<file path="src/rtl/apu_pkg.sv">
`default_nettype none
// ---------------------------------------------------------------------------
// apu_pkg : APU register map, length-counter lookup, sequencer mode   rev 1.0
// ---------------------------------------------------------------------------
package apu_pkg;

  localparam logic [15:0] ADDR_CH_BASE = 16'h4000;
  localparam logic [15:0] ADDR_STRIDE  = 16'h0004;
  localparam logic [15:0] REG_CTRL_OFS = 16'h0000;
  localparam logic [15:0] REG_LEN_OFS  = 16'h0003;
  localparam logic [15:0] ADDR_STATUS  = 16'h4015;
  localparam logic [15:0] ADDR_FRAME   = 16'h4017;

  typedef enum logic {
    SEQ_4STEP = 1'b0,
    SEQ_5STEP = 1'b1
  } seq_mode_t;

  function automatic logic [7:0] len_table(input logic [4:0] idx);
    logic [7:0] v;
    case (idx)
      5'd0:  v = 8'd10;   5'd1:  v = 8'd254;  5'd2:  v = 8'd20;   5'd3:  v = 8'd2;
      5'd4:  v = 8'd40;   5'd5:  v = 8'd4;    5'd6:  v = 8'd80;   5'd7:  v = 8'd6;
      5'd8:  v = 8'd160;  5'd9:  v = 8'd8;    5'd10: v = 8'd60;   5'd11: v = 8'd10;
      5'd12: v = 8'd14;   5'd13: v = 8'd12;   5'd14: v = 8'd26;   5'd15: v = 8'd14;
      5'd16: v = 8'd12;   5'd17: v = 8'd16;   5'd18: v = 8'd24;   5'd19: v = 8'd18;
      5'd20: v = 8'd48;   5'd21: v = 8'd20;   5'd22: v = 8'd96;   5'd23: v = 8'd22;
      5'd24: v = 8'd192;  5'd25: v = 8'd24;   5'd26: v = 8'd72;   5'd27: v = 8'd26;
      5'd28: v = 8'd16;   5'd29: v = 8'd28;   5'd30: v = 8'd32;   default: v = 8'd30;
    endcase
    return v;
  endfunction

endpackage
`default_nettype wire

</file>
<file path="src/rtl/apu_length_ctr.sv">
`default_nettype none
// ---------------------------------------------------------------------------
// apu_length_ctr : per-channel 8-bit length counter with halt flag    rev 1.0
// ---------------------------------------------------------------------------
module apu_length_ctr
  import apu_pkg::*;
(
  input  logic       clk,
  input  logic       rst,
  input  logic       ce,
  input  logic       ena,
  input  logic       clear,
  input  logic       load,
  input  logic [4:0] load_idx,
  input  logic       halt_we,
  input  logic       halt_in,
  input  logic       half_tick,
  output logic       active
);

  logic [7:0] count;
  logic       halt;

  // Priority: disable clear, then load, then half-frame decrement.
  always_ff @(posedge clk or posedge rst) begin
    if (rst) begin
      count <= 8'd0;
      halt  <= 1'b0;
    end else if (ce) begin
      if (halt_we)
        halt <= halt_in;
      if (clear)
        count <= 8'd0;
      else if (load && ena)
        count <= len_table(load_idx);
      else if (half_tick && (count != 8'd0) && !halt)
        count <= count - 8'd1;
    end
  end

  assign active = (count != 8'd0);

endmodule
`default_nettype wire

</file>
<file path="src/rtl/apu_frame_seq.sv">
`default_nettype none
// ---------------------------------------------------------------------------
// apu_frame_seq : 2A03 frame sequencer, frame IRQ, $4015/$4017, length ctrs rev 1.0
// ---------------------------------------------------------------------------
module apu_frame_seq
  import apu_pkg::*;
#(
  parameter int N_CH  = 4,
  parameter int STEP1 = 7457,
  parameter int STEP2 = 14913,
  parameter int STEP3 = 22371,
  parameter int STEP4 = 29829,
  parameter int STEP5 = 37281,
  parameter int CNT_W = 16
) (
  input  logic            i_clk,
  input  logic            i_rst,
  input  logic            i_cpu_ce,
  input  logic            i_reg_cs,
  input  logic            i_reg_wn,
  input  logic [15:0]     i_reg_addr,
  input  logic [7:0]      i_reg_wdata,
  output logic [7:0]      o_reg_rdata,
  input  logic            i_dmc_irq,
  output logic [N_CH-1:0] o_ch_ena,
  output logic [N_CH-1:0] o_len_active,
  output logic            o_qtr_frame,
  output logic            o_half_frame,
  output logic            o_irq_n
);

  localparam logic [CNT_W-1:0] S1_CNT = CNT_W'(STEP1);
  localparam logic [CNT_W-1:0] S2_CNT = CNT_W'(STEP2);
  localparam logic [CNT_W-1:0] S3_CNT = CNT_W'(STEP3);
  localparam logic [CNT_W-1:0] S4_CNT = CNT_W'(STEP4);
  localparam logic [CNT_W-1:0] S5_CNT = CNT_W'(STEP5);

  logic [CNT_W-1:0] seq_cnt;
  seq_mode_t        mode;
  logic             inhibit;
  logic             frame_irq;
  logic [N_CH-1:0]  ch_ena;
  logic             qtr_frame;
  logic             half_frame;
  logic [N_CH-1:0]  len_active;
  logic [3:0]       len4;

  logic wr, rd, wr_status, wr_frame, rd_status;
  logic step_qtr, step_half, step_irq, step_wrap;

  assign wr        = i_reg_cs & ~i_reg_wn & i_cpu_ce;
  assign rd        = i_reg_cs &  i_reg_wn & i_cpu_ce;
  assign wr_status = wr && (i_reg_addr == ADDR_STATUS);
  assign wr_frame  = wr && (i_reg_addr == ADDR_FRAME);
  assign rd_status = rd && (i_reg_addr == ADDR_STATUS);

  always_comb begin
    step_qtr  = 1'b0;
    step_half = 1'b0;
    step_irq  = 1'b0;
    step_wrap = 1'b0;
    if (seq_cnt == S1_CNT || seq_cnt == S3_CNT)
      step_qtr = 1'b1;
    if (seq_cnt == S2_CNT) begin
      step_qtr  = 1'b1;
      step_half = 1'b1;
    end
    if (mode == SEQ_4STEP && seq_cnt == S4_CNT) begin
      step_qtr  = 1'b1;
      step_half = 1'b1;
      step_irq  = 1'b1;
      step_wrap = 1'b1;
    end
    if (mode == SEQ_5STEP && seq_cnt == S5_CNT) begin
      step_qtr  = 1'b1;
      step_half = 1'b1;
      step_wrap = 1'b1;
    end
  end

  // A $4017 write overrides whatever step the sequencer would take this cycle.
  always_ff @(posedge i_clk or posedge i_rst) begin
    if (i_rst) begin
      seq_cnt    <= '0;
      mode       <= SEQ_4STEP;
      inhibit    <= 1'b0;
      frame_irq  <= 1'b0;
      ch_ena     <= '0;
      qtr_frame  <= 1'b0;
      half_frame <= 1'b0;
    end else if (i_cpu_ce) begin
      if (wr_frame) begin
        seq_cnt    <= '0;
        mode       <= seq_mode_t'(i_reg_wdata[7]);
        inhibit    <= i_reg_wdata[6];
        qtr_frame  <= i_reg_wdata[7];
        half_frame <= i_reg_wdata[7];
      end else begin
        seq_cnt    <= step_wrap ? '0 : seq_cnt + CNT_W'(1);
        qtr_frame  <= step_qtr;
        half_frame <= step_half;
      end
      if (wr_frame && i_reg_wdata[6])
        frame_irq <= 1'b0;
      else if (!wr_frame && step_irq && !inhibit)
        frame_irq <= 1'b1;
      else if (rd_status)
        frame_irq <= 1'b0;
      if (wr_status)
        ch_ena <= i_reg_wdata[N_CH-1:0];
    end
  end

  for (genvar k = 0; k < N_CH; k++) begin : g_ch
    localparam logic [15:0] CTRL_ADDR = ADDR_CH_BASE + 16'(k) * ADDR_STRIDE + REG_CTRL_OFS;
    localparam logic [15:0] LEN_ADDR  = ADDR_CH_BASE + 16'(k) * ADDR_STRIDE + REG_LEN_OFS;
    // The triangle keeps its halt flag in bit 7 (shared with the linear-counter control).
    localparam int HALT_BIT = (k == 2) ? 7 : 5;

    apu_length_ctr u_len (
      .clk       (i_clk),
      .rst       (i_rst),
      .ce        (i_cpu_ce),
      .ena       (ch_ena[k]),
      .clear     (wr_status & ~i_reg_wdata[k]),
      .load      (wr && (i_reg_addr == LEN_ADDR)),
      .load_idx  (i_reg_wdata[7:3]),
      .halt_we   (wr && (i_reg_addr == CTRL_ADDR)),
      .halt_in   (i_reg_wdata[HALT_BIT]),
      .half_tick (half_frame),
      .active    (len_active[k])
    );
  end

  assign len4 = 4'(len_active);

  always_comb begin
    o_reg_rdata = 8'h00;
    if (rd_status)
      o_reg_rdata = {i_dmc_irq, frame_irq, 2'b00, len4};
  end

  assign o_ch_ena      = ch_ena;
  assign o_len_active  = len_active;
  assign o_qtr_frame   = qtr_frame;
  assign o_half_frame  = half_frame;
  assign o_irq_n       = ~(frame_irq | i_dmc_irq);

endmodule
`default_nettype wire

</file>
<file path="config.mk">
export PLATFORM = sky130hd
export DESIGN_NAME = apu_frame_seq
export DESIGN_NICKNAME = d
export VERILOG_FILES = /design/src/rtl/apu_pkg.sv /design/src/rtl/apu_length_ctr.sv /design/src/rtl/apu_frame_seq.sv
export SDC_FILE = /design/constraint.sdc
export NUM_CORES = 1
export LEC_CHECK = 0
export ABC_AREA = 0
export ABC_CLOCK_PERIOD_IN_PS = 4000
export CORE_ASPECT_RATIO = 1.5
export CORE_MARGIN = 2
export CORE_UTILIZATION = 30
export CTS_CLUSTER_DIAMETER = 30
export DETAILED_ROUTE_END_ITERATION = 12
export GPL_ROUTABILITY_DRIVEN = 0
export GPL_TIMING_DRIVEN = 0
export REMOVE_ABC_BUFFERS = 1
export SYNTH_ARGS = -nofsm -noshare
export SYNTH_HDL_FRONTEND = slang
export SYNTH_SLANG_ARGS = --single-unit
</file>
<file path="constraint.sdc">
create_clock -name i_clk -period 4 [get_ports i_clk]
set_input_delay 0.4 -clock i_clk [delete_from_list [all_inputs] [get_ports i_clk]]
set_output_delay 0.4 -clock i_clk [all_outputs]
set_load 0.01 [all_outputs]
</file>
==> results.tsv, run 1 <==
stage	metric	value	unit
run_status	outcome	finished, final reports clean	
timing	relSlewSlack	0.1978	
synthesis	synth_area	0.004448	mm^2
setup_path	worstPathMaxFanout	10	
clock_network	cts.sinks	61	
setup_path	cp-end-kind	output port	
die	die_area	0.01584	mm^2
die	io_pins	49	
detailed_routing	wire_per_inst	17.25	um
timing	fin_setup_tns	0	ps
detailed_routing	postRouteAntennaNets	0	
synthesis	synth_area_leaders	dfrtp_1, ha_1, nor2_1, nand2_1, o22ai_1	
final_layout	drive_gt1_frac	0.1026	
flow_run	maxCapViolCount	0	
die	coreArea	0.01453	mm^2
setup_path	regToRegSetupSlack	1600	ps
die	initial_core_util	0.3062	
detailed_routing	initialDrtViolationCount	256	
timing	slew_violations	0	
clock_network	clkSlewWorstSetupHoldPaths	60	ps
clock_network	cts_root_buf	clkbuf_16	
final_layout	antenna-diode-count	0	
placed_design	numPortBuffers	46	
synthesis	synth-edff-count	0	
final_layout	n_fill_cell	1448	
die	die_w	103.4	um
clock_network	cts_tree	done	
pwr	p_per_area	343.7	mW/mm^2
setup_path	worstSetupStartpointType	primary input	
setup_path	arrival	3230	ps
synthesis	synth_cells	501	
detailed_routing	drt-total-wl	12630	um
timing	min_period	3627	ps
timing	finClkSkew	7.156	ps
final_layout	multiInputGateArea	0.002681	mm^2
clock_network	cts_setup_buffers	0	
synthesis	yosysWarnings	0	
synthesis	synth_cell_types	69	
timing	worst_slew_pin_slew	1201	ps
global_routing	antenna_found_initial	0	
detailed_routing	drc	0	
final_layout	final_net_count	575	
synthesis	synth-seq-area-share	0.3432	
detailed_routing	post_drt_via_cell_ratio	5.534	
synthesis	synth-seq-cells	61	
setup_path	required	3600	ps
global_routing	grt_overflow_total	0	
clock_network	clk_latency	330	ps
final_layout	regArea	0.001526	mm^2
final_layout	syn2layout_area_growth	19.63	%
placed_design	pre_cts_ws	140.0	ps
detailed_routing	drtPass1Iterations	4	
timing	hold_viol_final	0	
placed_design	hpwl	9349	um
pwr	leakagePower	2.088	nW
timing	layout_setup_ws	373.5	ps
clock_network	cts-htree-levels	3	
synthesis	synth_top_area_cell	dfrtp_1	
die	row_count	54	
clock_network	cts_buffer_depth	2	
setup_path	path_class	primary input to output port	
global_routing	grt_use_total	0.1625	
timing	grt_setup_unrepaired	no	
synthesis	ys.flop_type	dfrtp_1	
timing	period_share	0.9066	
global_routing	grt_first_pass_wirelength	20250	um
synthesis	async_flop_share	1.000	
timing	setup_violations	0	
synthesis	synth_top_cell_area_share	0.3432	
timing	fmax	275.7	MHz
global_routing	grt_pass1_vias	4098	
synthesis	synth.avg_cell_area	8.878	um^2
min_path	holdCritPathClass	flip-flop to flip-flop	
clock_network	cts_made_buffers	9	
die	die_h	153.1	um
detailed_routing	num_vias	4051	
pwr	ir_drop	226.7	uV
global_routing	grt_max_degree	38	
[placed cells by master, fill, tap and decap left out, types with 9 or more instances in the layout]
cell type         n
xor2_1           12
or3_1            10
o31ai_1           9
clkdlybuf4s50_1  45
nand4_1          16
nand2_1          39
clkbuf_16         9
nand2b_1         12
ha_1             14
a21oi_1          11
nor2_1           41
nor3_1           12
xnor2_1           9
mux2_2            9
dfrtp_1          61
o22ai_1          17
inv_1            22
nand3_1          18
o21ai_0          19
[cell usage after synthesis, types with 8 or more instances]
cell type / number
nand3_1: 18
inv_1: 23
ha_1: 14
nand4_1: 16
o31ai_1: 9
dfrtp_1: 61
mux2_1: 8
nand2_1: 39
mux2_2: 9
nor2_1: 41
xnor2_1: 9
o21ai_0: 19
buf_4: 12
nor3_1: 12
or3_1: 10
clkbuf_1: 13
a21oi_1: 11
o22ai_1: 17
xor2_1: 12
nand2b_1: 12
[metal layers]
| layer | global-route usage | vias up | share of wire |
|---|---|---|---|
| met5 | 0 | - | 0 |
| met3 | 0.03201 | 40 | 0.052 |
| met4 | 0.07644 | 0 | 0.040 |
| met1 | 0.1928 | 1964 | 0.40 |
| li1 | - | 1902 | - |
| met2 | 0.2747 | 145 | 0.50 |
[final timing paths]
check                              startpoint                     end  cells after the start
min reg2reg                g_ch[0].u_len.halt      g_ch[0].u_len.halt                      1
max in group asynchronous               i_rst  g_ch[3].u_len.count[2]                      3
min                        g_ch[0].u_len.halt      g_ch[0].u_len.halt                      1
min in group asynchronous               i_rst              seq_cnt[5]                      2
max reg2reg                        seq_cnt[4]             seq_cnt[13]                      5
max                             i_reg_addr[2]          o_reg_rdata[3]                      7
[area by class of cell]
type / count / share of cell area
clock inverters: 7 / 0.01387
multi-input cells: 389 / 0.5039
clock buffers: 9 / 0.04232
repair buffers: 47 / 0.09076
flip-flops and latches: 61 / 0.2869
well taps: 196 / 0.04609
inverters: 23 / 0.01622
[timing repair]
action | 4_1_cts | 5_1_grt
endpoints found under the setup margin | 0 | 1
resized for setup | 0 | 1
hold buffers | 0 | 0
[worst max-delay path, stage by stage]
cell and delay [ps]:
clkdlybuf4s50_1 680, and3b_1 290, nand4_1 250, nor2_1 180, nand4_1 510, a21oi_1 340, clkdlybuf4s50_1 580
[power breakdown]
| part | total, mW | internal (mW) | switching [mW] |
|---|---|---|---|
| logic | 0.291 | 0.131 | 0.160 |
| registers | 0.751 | 0.669 | 0.0814 |
| clock network | 0.788 | 0.485 | 0.303 |
| total | 1.83 | 1.29 | 0.544 |
[registers in the layout, summed over array words and instances (netlist names)]
signal and cells:
o_qtr_frame 1, seq_cnt 16, inhibit 1, o_half_frame 1, g_ch.u_len.count 32, g_ch.u_len.halt 4, mode 1, o_ch_ena 4
frame_irq 1
[logic make-up after synthesis]
kind of cell    share of synthesized area
compound gates                     0.1648
xor+xnor                          0.04135
fa+ha+maj                         0.03938
buf+inv                           0.05485
flops                              0.3432
mux                               0.05654
other cells                     0.0008431
simple gates                       0.2990
[through the flow]
step / total power, mW / cells / hold WS (ps) / instance area (um^2) / utilization
floorplan: 0.9213 / 473 / 445.7 / 4294 / -
global placement: 1.034 / 715 / 468.2 / 5000 / 0.3442
detailed placement: 1.050 / 716 / 473.9 / 5020 / 0.3456
CTS: 1.841 / 732 / 489.0 / 5319 / 0.3662
global route: 1.913 / 732 / 521.7 / 5321 / 0.3663
finish: 1.829 / 732 / 488.9 / 5321 / 0.3663
No activity file was read; power rests on OpenSTA's default activity.
==> inputs of run 2 (changes only) <==
--- a/config.mk
+++ b/config.mk
@@ -5,7 +5,6 @@
 export SDC_FILE = /design/constraint.sdc
 export NUM_CORES = 1
 export LEC_CHECK = 0
-export ABC_AREA = 0
 export ABC_CLOCK_PERIOD_IN_PS = 4000
 export CORE_ASPECT_RATIO = 1.5
 export CORE_MARGIN = 2
==> results of run 2 <==
Final layout, timing and power as in run 1 (identical DEF).
==> inputs of run 3 (changes only) <==
--- a/config.mk
+++ b/config.mk
@@ -17,3 +17,4 @@
 export SYNTH_ARGS = -nofsm -noshare
 export SYNTH_HDL_FRONTEND = slang
 export SYNTH_SLANG_ARGS = --single-unit
+export TNS_END_PERCENT = 10
==> results of run 3 <==
Final layout, timing and power as in run 1 (identical DEF).
